## src/rtl/arm_regfile_sb.sv

```systemverilog
// ---------------------------------------------------------------------------
// arm_regfile_sb
// ARM register file with three read ports (Rn, Rm, Rs) and two write ports
// (port 0 = ALU result, port 1 = load data / base writeback). A link-write
// mode stores pc_plus8-4 into LR. Writes are bypassed to the read ports in
// the same cycle. A per-register pending scoreboard tracks outstanding
// multicycle loads and raises a decode stall.
//
// Ports
//   clk, reset            : rising-edge clock, asynchronous active-high reset
//   i_ra1..3 / i_ren1..3  : read addresses and read-port-in-use qualifiers
//   o_rd1..3              : combinational read data
//   i_we0/i_wa0/i_wd0     : write port 0 (ALU result)
//   i_we1/i_wa1/i_wd1     : write port 1 (load data / base update)
//   i_link_we, i_pc_plus8 : link write (BL) and current PC+8
//   i_busy_set/i_busy_addr: mark a register pending (load issued)
//   o_stall               : a used read port targets a pending register
//   o_err                 : sticky protocol error
// ---------------------------------------------------------------------------
module arm_regfile_sb #(
    parameter int DW     = 32,
    parameter int AW     = 4,
    parameter int PC_REG = 15,
    parameter int LR_REG = 14
) (
    input  logic          clk,
    input  logic          reset,
    input  logic [AW-1:0] i_ra1,
    input  logic [AW-1:0] i_ra2,
    input  logic [AW-1:0] i_ra3,
    input  logic          i_ren1,
    input  logic          i_ren2,
    input  logic          i_ren3,
    output logic [DW-1:0] o_rd1,
    output logic [DW-1:0] o_rd2,
    output logic [DW-1:0] o_rd3,
    input  logic          i_we0,
    input  logic [AW-1:0] i_wa0,
    input  logic [DW-1:0] i_wd0,
    input  logic          i_we1,
    input  logic [AW-1:0] i_wa1,
    input  logic [DW-1:0] i_wd1,
    input  logic          i_link_we,
    input  logic [DW-1:0] i_pc_plus8,
    input  logic          i_busy_set,
    input  logic [AW-1:0] i_busy_addr,
    output logic          o_stall,
    output logic          o_err
);
    localparam int            NREG = 2**AW;
    localparam logic [AW-1:0] PC_A = AW'(PC_REG);
    localparam logic [AW-1:0] LR_A = AW'(LR_REG);

    logic [DW-1:0]   r_regs [NREG];
    logic [NREG-1:0] r_busy;
    logic            r_err;

    logic [DW-1:0]   w_link_data;
    logic [AW-1:0]   w_ra   [3];
    logic [2:0]      w_ren;
    logic [DW-1:0]   w_rd   [3];
    logic [2:0]      w_stall_vec;
    logic            w_wr0;
    logic            w_wrl;
    logic            w_wr1;
    logic [NREG-1:0] w_busy_nxt;
    logic            w_err_evt;

    // Return address for BL; wraps naturally modulo 2**DW.
    assign w_link_data = i_pc_plus8 - {{(DW-3){1'b0}}, 3'd4};

    assign w_ra[0] = i_ra1;
    assign w_ra[1] = i_ra2;
    assign w_ra[2] = i_ra3;
    assign w_ren   = {i_ren3, i_ren2, i_ren1};

    // Effective write enables after PC filtering and port0 > link > port1 arbitration.
    assign w_wr0 = i_we0 && (i_wa0 != PC_A);
    assign w_wrl = i_link_we && !(w_wr0 && (i_wa0 == LR_A));
    assign w_wr1 = i_we1 && (i_wa1 != PC_A)
                && !(i_we0 && (i_wa0 == i_wa1))
                && !(i_link_we && (i_wa1 == LR_A));

    // Read muxes with same-cycle bypass, and per-port hazard detection.
    always_comb begin
        for (int p = 0; p < 3; p++) begin
            w_rd[p]        = r_regs[w_ra[p]];
            w_stall_vec[p] = 1'b0;
            if (w_ra[p] == PC_A) begin
                w_rd[p] = i_pc_plus8;
            end else if (i_we0 && (i_wa0 == w_ra[p])) begin
                w_rd[p] = i_wd0;
            end else if (i_link_we && (w_ra[p] == LR_A)) begin
                w_rd[p] = w_link_data;
            end else if (i_we1 && (i_wa1 == w_ra[p])) begin
                w_rd[p] = i_wd1;
            end else begin
                w_rd[p] = r_regs[w_ra[p]];
            end
            // A load completing on port 1 this cycle is forwarded, so no stall.
            if (w_ren[p] && (w_ra[p] != PC_A) && r_busy[w_ra[p]]
                && !(i_we1 && (i_wa1 == w_ra[p]))) begin
                w_stall_vec[p] = 1'b1;
            end else begin
                w_stall_vec[p] = 1'b0;
            end
        end
    end

    assign o_rd1   = w_rd[0];
    assign o_rd2   = w_rd[1];
    assign o_rd3   = w_rd[2];
    assign o_stall = |w_stall_vec;
    assign o_err   = r_err;

    // Next scoreboard state: port-1 completion clears, new load sets (set wins).
    always_comb begin
        w_busy_nxt = r_busy;
        if (i_we1) begin
            w_busy_nxt[i_wa1] = 1'b0;
        end else begin
            w_busy_nxt = w_busy_nxt;
        end
        if (i_busy_set && (i_busy_addr != PC_A)) begin
            w_busy_nxt[i_busy_addr] = 1'b1;
        end else begin
            w_busy_nxt = w_busy_nxt;
        end
    end

    // Protocol error events: double load issue, or WAW by port 0 / link.
    always_comb begin
        w_err_evt = 1'b0;
        if (i_busy_set && r_busy[i_busy_addr] && !(i_we1 && (i_wa1 == i_busy_addr))) begin
            w_err_evt = 1'b1;
        end else if (i_we0 && r_busy[i_wa0]) begin
            w_err_evt = 1'b1;
        end else if (i_link_we && r_busy[LR_A]) begin
            w_err_evt = 1'b1;
        end else begin
            w_err_evt = 1'b0;
        end
    end

    // Register storage; arbitration guarantees at most one writer per address.
    always_ff @(posedge clk or posedge reset) begin
        if (reset) begin
            for (int i = 0; i < NREG; i++) begin
                r_regs[i] <= {DW{1'b0}};
            end
        end else begin
            if (w_wr0) r_regs[i_wa0] <= i_wd0;
            if (w_wrl) r_regs[LR_A]  <= w_link_data;
            if (w_wr1) r_regs[i_wa1] <= i_wd1;
        end
    end

    // Pending-load scoreboard and sticky error flag.
    always_ff @(posedge clk or posedge reset) begin
        if (reset) begin
            r_busy <= {NREG{1'b0}};
            r_err  <= 1'b0;
        end else begin
            r_busy <= w_busy_nxt;
            r_err  <= r_err | w_err_evt;
        end
    end
endmodule
```

## config.mk

```make
export PLATFORM = sky130hd
export DESIGN_NAME = arm_regfile_sb
export DESIGN_NICKNAME = d
export VERILOG_FILES = /design/src/rtl/arm_regfile_sb.sv
export SDC_FILE = /design/constraint.sdc
export NUM_CORES = 2
export LEC_CHECK = 0
export CAP_MARGIN = 30
export CORE_MARGIN = 2
export CORE_UTILIZATION = 62
export DETAILED_ROUTE_END_ITERATION = 12
export GPL_TIMING_DRIVEN = 0
export PLACE_DENSITY = 0.81
export SYNTH_ARGS = -nofsm -noshare
export SYNTH_HDL_FRONTEND = slang
export SYNTH_SLANG_ARGS = --single-unit
```

## constraint.sdc

```tcl
create_clock -name clk -period 26.5 [get_ports clk]
set_input_delay 5.3 -clock clk [delete_from_list [all_inputs] [get_ports clk]]
set_output_delay 5.3 -clock clk [all_outputs]
set_load 0.005 [all_outputs]
```

==> results of run 1 <==
[cells in the mapped netlist, drive strengths merged (10+ instances only)]
library cell,n,area (sq um)
nor2,570,2140
a31oi,17,106
xor2,24,210
o221ai,10,87.6
mux4,472,10600
nand2,138,518
or3,13,81.3
nor2b,11,68.8
a22o,17,149
a221o,13,130
nand4,17,106
xnor2,35,307
mux2i,466,4660
dfrtp,529,13200
a21o,13,97.6
nor3,49,250
o211ai,10,75.1
nor4,13,154
clkbuf,393,1480
a211oi,24,180
and2,12,75.1
o22ai,26,163
nand3,50,250
a21oi,581,2910
a221oi,17,149
o21ai,106,531
and3,19,119
a22oi,80,601
nand3b,11,82.6
buf,148,631
[routing by layer]
metal	global-route usage (%)	GRT overflow
met5	41.0	0
met4	70.4	0
met3	71.4	0
met2	90.9	4
met1	83.1	0
[kinds of logic after synthesis]
kind of cell,count (synthesis)
XOR/XNOR,59
multiplexers,942
AO/OA/AOI/OAI,983
flip-flops,529
adder cells (fa/ha/maj),1
buffers and inverters,549
AND/OR/NAND/NOR,933
[through the flow]
stage / instances / worst slack [ns] / instance area (sq um) / utilization (%)
CTS: 5239 / 10.45 / 47800 / 72.7
detailed placement: 5133 / 10.52 / 45800 / 69.6
global placement: 4987 / 0.0510 / 43500 / 66.1
floorplan: 3996 / 6.42 / 41100 / -
==> metrics, run 1 <==
status=did not finish; Exit stage=global routing; stop err=[ERROR GRT-0116] Global routing finished with congestion. Check the congestion regions in the DRC Viewer.; post-synth cell types=71; gr ovfl total=4; gpl congestion=~1.2; largest net degree at the start of global routing=approximately 130; post-synthesis mux area share=about 37%; vias in the first global route=47,903; Mean Syn Cell Area=between 10 and 15 sq um; prevailing post-synth register cell=dfrtp_1; CTS hold repair buffers=0; Post-Synth Simple-Gate Area=9.94%; YS warnings=0; ys async rst share=100%; clock root buffer=clkbuf_16; Syn Nets=between 4,000 and 5,000; Seq cells post-synth=529; Synth Instances=3,996; Seq/Total Area, Yosys=32.2%; Die Width=261 um; setup bufs post-CTS=0; adder and majority cell fraction of the synthesized area=0.0304%; I/O pins=227; XOR/XNOR share of the synthesized area=under 10%; Sink Count=529; std cell rows=94; hpwl dp=between 150 and 200 mm; die height=~260 um; Compound-Gate Fraction of Synth Area=14.0%; number of synthesized flops with an enable pin=0; H-tree Lvls=2; cts bufs inserted=58; synthesized area=just over 0.04 sq mm; Longest Clk Path Bufs=3; gr usage total=between 70% and 80%; largest family of logic cells by synthesized area=multiplexers; first-pass GRT wire length=371 mm; cts repair resizes=0; Port Buffer Count=127; Starting Density=a little over three fifths
==> inputs of run 2 (changes only) <==
CORE_UTILIZATION = 40   (was 62)
PLACE_DENSITY = unset   (was 0.81)
PLACE_DENSITY_LB_ADDON = 0.15   (was unset)
==> run 2 against run 1 <==
Compared with the run above: the run now ends clean; area after synthesis unchanged; synthesized cell count stayed put.
==> metrics, run 2 <==
hold slack=just under 0.5 ns; placed insts=5,647 (+10%); Seq/Total Area, Yosys=32.2% (unchanged); Synth area leaders=dfrtp_1 32%, mux4_2 26%, mux2i_1 11%; max reg flops=512; cell accounting for the most synthesized area=dfrtp_1; Core ar.=0.102 sq mm; prevailing post-synth register cell=dfrtp_1; ys async rst share=100% (unchanged); top cell type's share of synthesized area=32.2% (unchanged); H-tree Lvls=3 (+1); critical path's slowest cell=clkbuf_2; setup bufs post-CTS=0 (unchanged); vias per cell=between 7 and 8; worst-case hold path end point=o_err; clock root buffer=clkbuf_16; die area=between 0.1 and 0.15 sq mm; post-synth cell types=71 (unchanged); gpl congestion=1.09 (-8.8%); Pwr Density=71.4 mW/mm^2; largest net degree at the start of global routing=between 100 and 150; crit-path cells=clkdlybuf4s50_1 -> buf_2 -> buf_1 -> clkbuf_2 -> and3_1 -> clkbuf_1 -> buf_8 -> clkbuf_1 -> o21ai_0 -> clkdlybuf4s50_1; Final Skew=around 0.0090 ns; overall routed net length=277 mm; most frequent cells in the layout=581 x a21oi_1, 568 x nor2_1, 529 x dfrtp_1, 472 x mux4_2, 466 x mux2i_1; most common cell after layout, fill and taps aside=a21oi_1; max cap viols=0; worst hold start=o_err; Seq cells post-synth=529 (unchanged); Worst EP required=21.20 ns; CP Launch Type=input port; f_max=0.0608 GHz; Synth Instances=3,996 (unchanged); gr usage total=51.4%; I/O pins=227 (unchanged); status=finished, final reports clean; Syn Nets=4,126 (unchanged); RR Endpoint=o_err; relative slew slack=11.1%; R2R cell count=4; min Tclk post-route=around 16 ns; Final nets=4,492; Longest Clk Path Bufs=3 (unchanged); Min-Delay Path Class=reg -> reg; CTS hold repair buffers=0 (unchanged); gr ovfl total=0; number of synthesized flops with an enable pin=0 (unchanged); setup TNS=0 ns; Mean Syn Cell Area=10.3 sq um (unchanged); Area growth, synth to finish=19.9%; Worst Max-Slew Pin Slew=1.33 ns; critical path class=in -> out; Detail Route Antenna Nets=0; first-pass GRT wire length=364 mm; Fillers=9,633; Tcrit/Tclk final=62.1%; std cell rows=117 (+24%); synthesized area=0.0411 sq mm (unchanged); Port Buffer Count=127 (unchanged); Slew Viols, Final=0; share of layout cells above drive strength 1=19.5%; initial antenna violation count=20; vias in the first global route=39,396; arrival time at the worst endpoint=11.16 ns; Clock Pin Slew Worst Setup and Hold Paths=0.06 ns; area of the multi-input gates=around 0.026 sq mm; YS warnings=0 (unchanged); Hold Path Cell Cnt=2; crit-path max FO=10; Reg with most FFs=r_regs; vias post-DR=42,683; Starting Density=40.3% (-22 points); cts repair resizes=0 (unchanged); Initial DRC Count=7,929; WL/cell=between 40 and 50 um; P_leak=about 0.020 uW; Synth top cells by count=581 x a21oi_1, 570 x nor2_1, 529 x dfrtp_1; dpl ws=10.10 ns (-0.425 ns); Sink Count=529 (unchanged); R2R Setup Slk=24.64 ns; Worst R2R Start=r_busy[14]; CP Capture Type=primary output; CTS tree=done; final setup violation count=0; fin worst setup slack=10.04 ns; Pre-antenna DRT Iters=7; VDD IR-drop max=0.0000579 V; RSZ-0062 raised after global routing=false; most frequent cell after synthesis=a21oi_1; post-route insts no fill=5,792; hpwl dp=209 mm (+13%); DR DRC count=0; die height=325 um (+24%); Die Width=325 um (+24%); sequential cell area=0.0132 sq mm; insertion delay to the later sink of the worst-skew pair=0.67 ns; Critical Path Max Stage Delay=0.83 ns; cts bufs inserted=69 (+19%); Hold Vio Cnt, Final=0
==> run 2: cell type report <==
type / instances / area share (%)
repair buffers: 295 / 8.15
well taps: 1368 / 3.47
plain buffers: 541 / 4.36
clock inverters: 23 / 0.647
inverters: 8 / 0.0762
clock buffers: 100 / 4.13
flip-flops and latches: 529 / 26.9
diodes: 10 / 0.0508
multi-input cells: 2918 / 52.3
==> run 2: report_power, final <==
part	switching (uW)	internal, uW
registers	234	1010
logic	617	636
clock network	422	602
total	1270	2240
==> run 2: worst max-delay path by stage <==
stage	end	from	slack, ns	cells after the start
after CTS	o_rd3[18]	i_ra3[1]	10.07	10
after global placement	r_busy[14]	reset	-1.87	2
after detailed placement	o_rd3[11]	i_ra3[1]	10.10	10
after global routing	o_rd3[28]	i_ra3[1]	10.28	11
after floorplan	o_err	reset	6.42	1
final	o_rd1[3]	i_ra1[1]	10.04	10
==> run 2: metrics by stage <==
stage	power (uW)	cell area, sq um	util, %
6_report	3520	49300	48.4
5_1_grt	3590	49300	48.4
4_1_cts	3440	49100	48.2
3_5_place_dp	2440	46700	45.9
3_3_place_gp	2390	44100	43.3
2_1_floorplan	1910	41100	-
==> run 2: critical path: cells and delay by family <==
family                 cells  cell delay, ns
AO/OA/AOI/OAI              1            0.55
buffers and inverters      8            4.86
AND/OR/NAND/NOR            1            0.38
==> run 2: layer usage <==
layer,up-vias,part of all wire [%],global-route usage [%]
li1,15871,-,-
met1,21594,36,65.5
met2,4156,38,67.1
met3,1039,16,24.0
met4,23,9.5,38.4
met5,-,0.19,1.77
==> run 2: cell families after synthesis <==
| group | share of synthesized area, % |
|---|---|
| AO/OA/AOI/OAI | 14.0 |
| AND/OR/NAND/NOR | 9.94 |
| adder cells (fa/ha/maj) | 0.0304 |
| XOR/XNOR | 1.26 |
| flip-flops | 32.2 |
| multiplexers | 37.3 |
| buffers and inverters | 5.20 |
No activity file was read; power rests on OpenSTA's default activity.
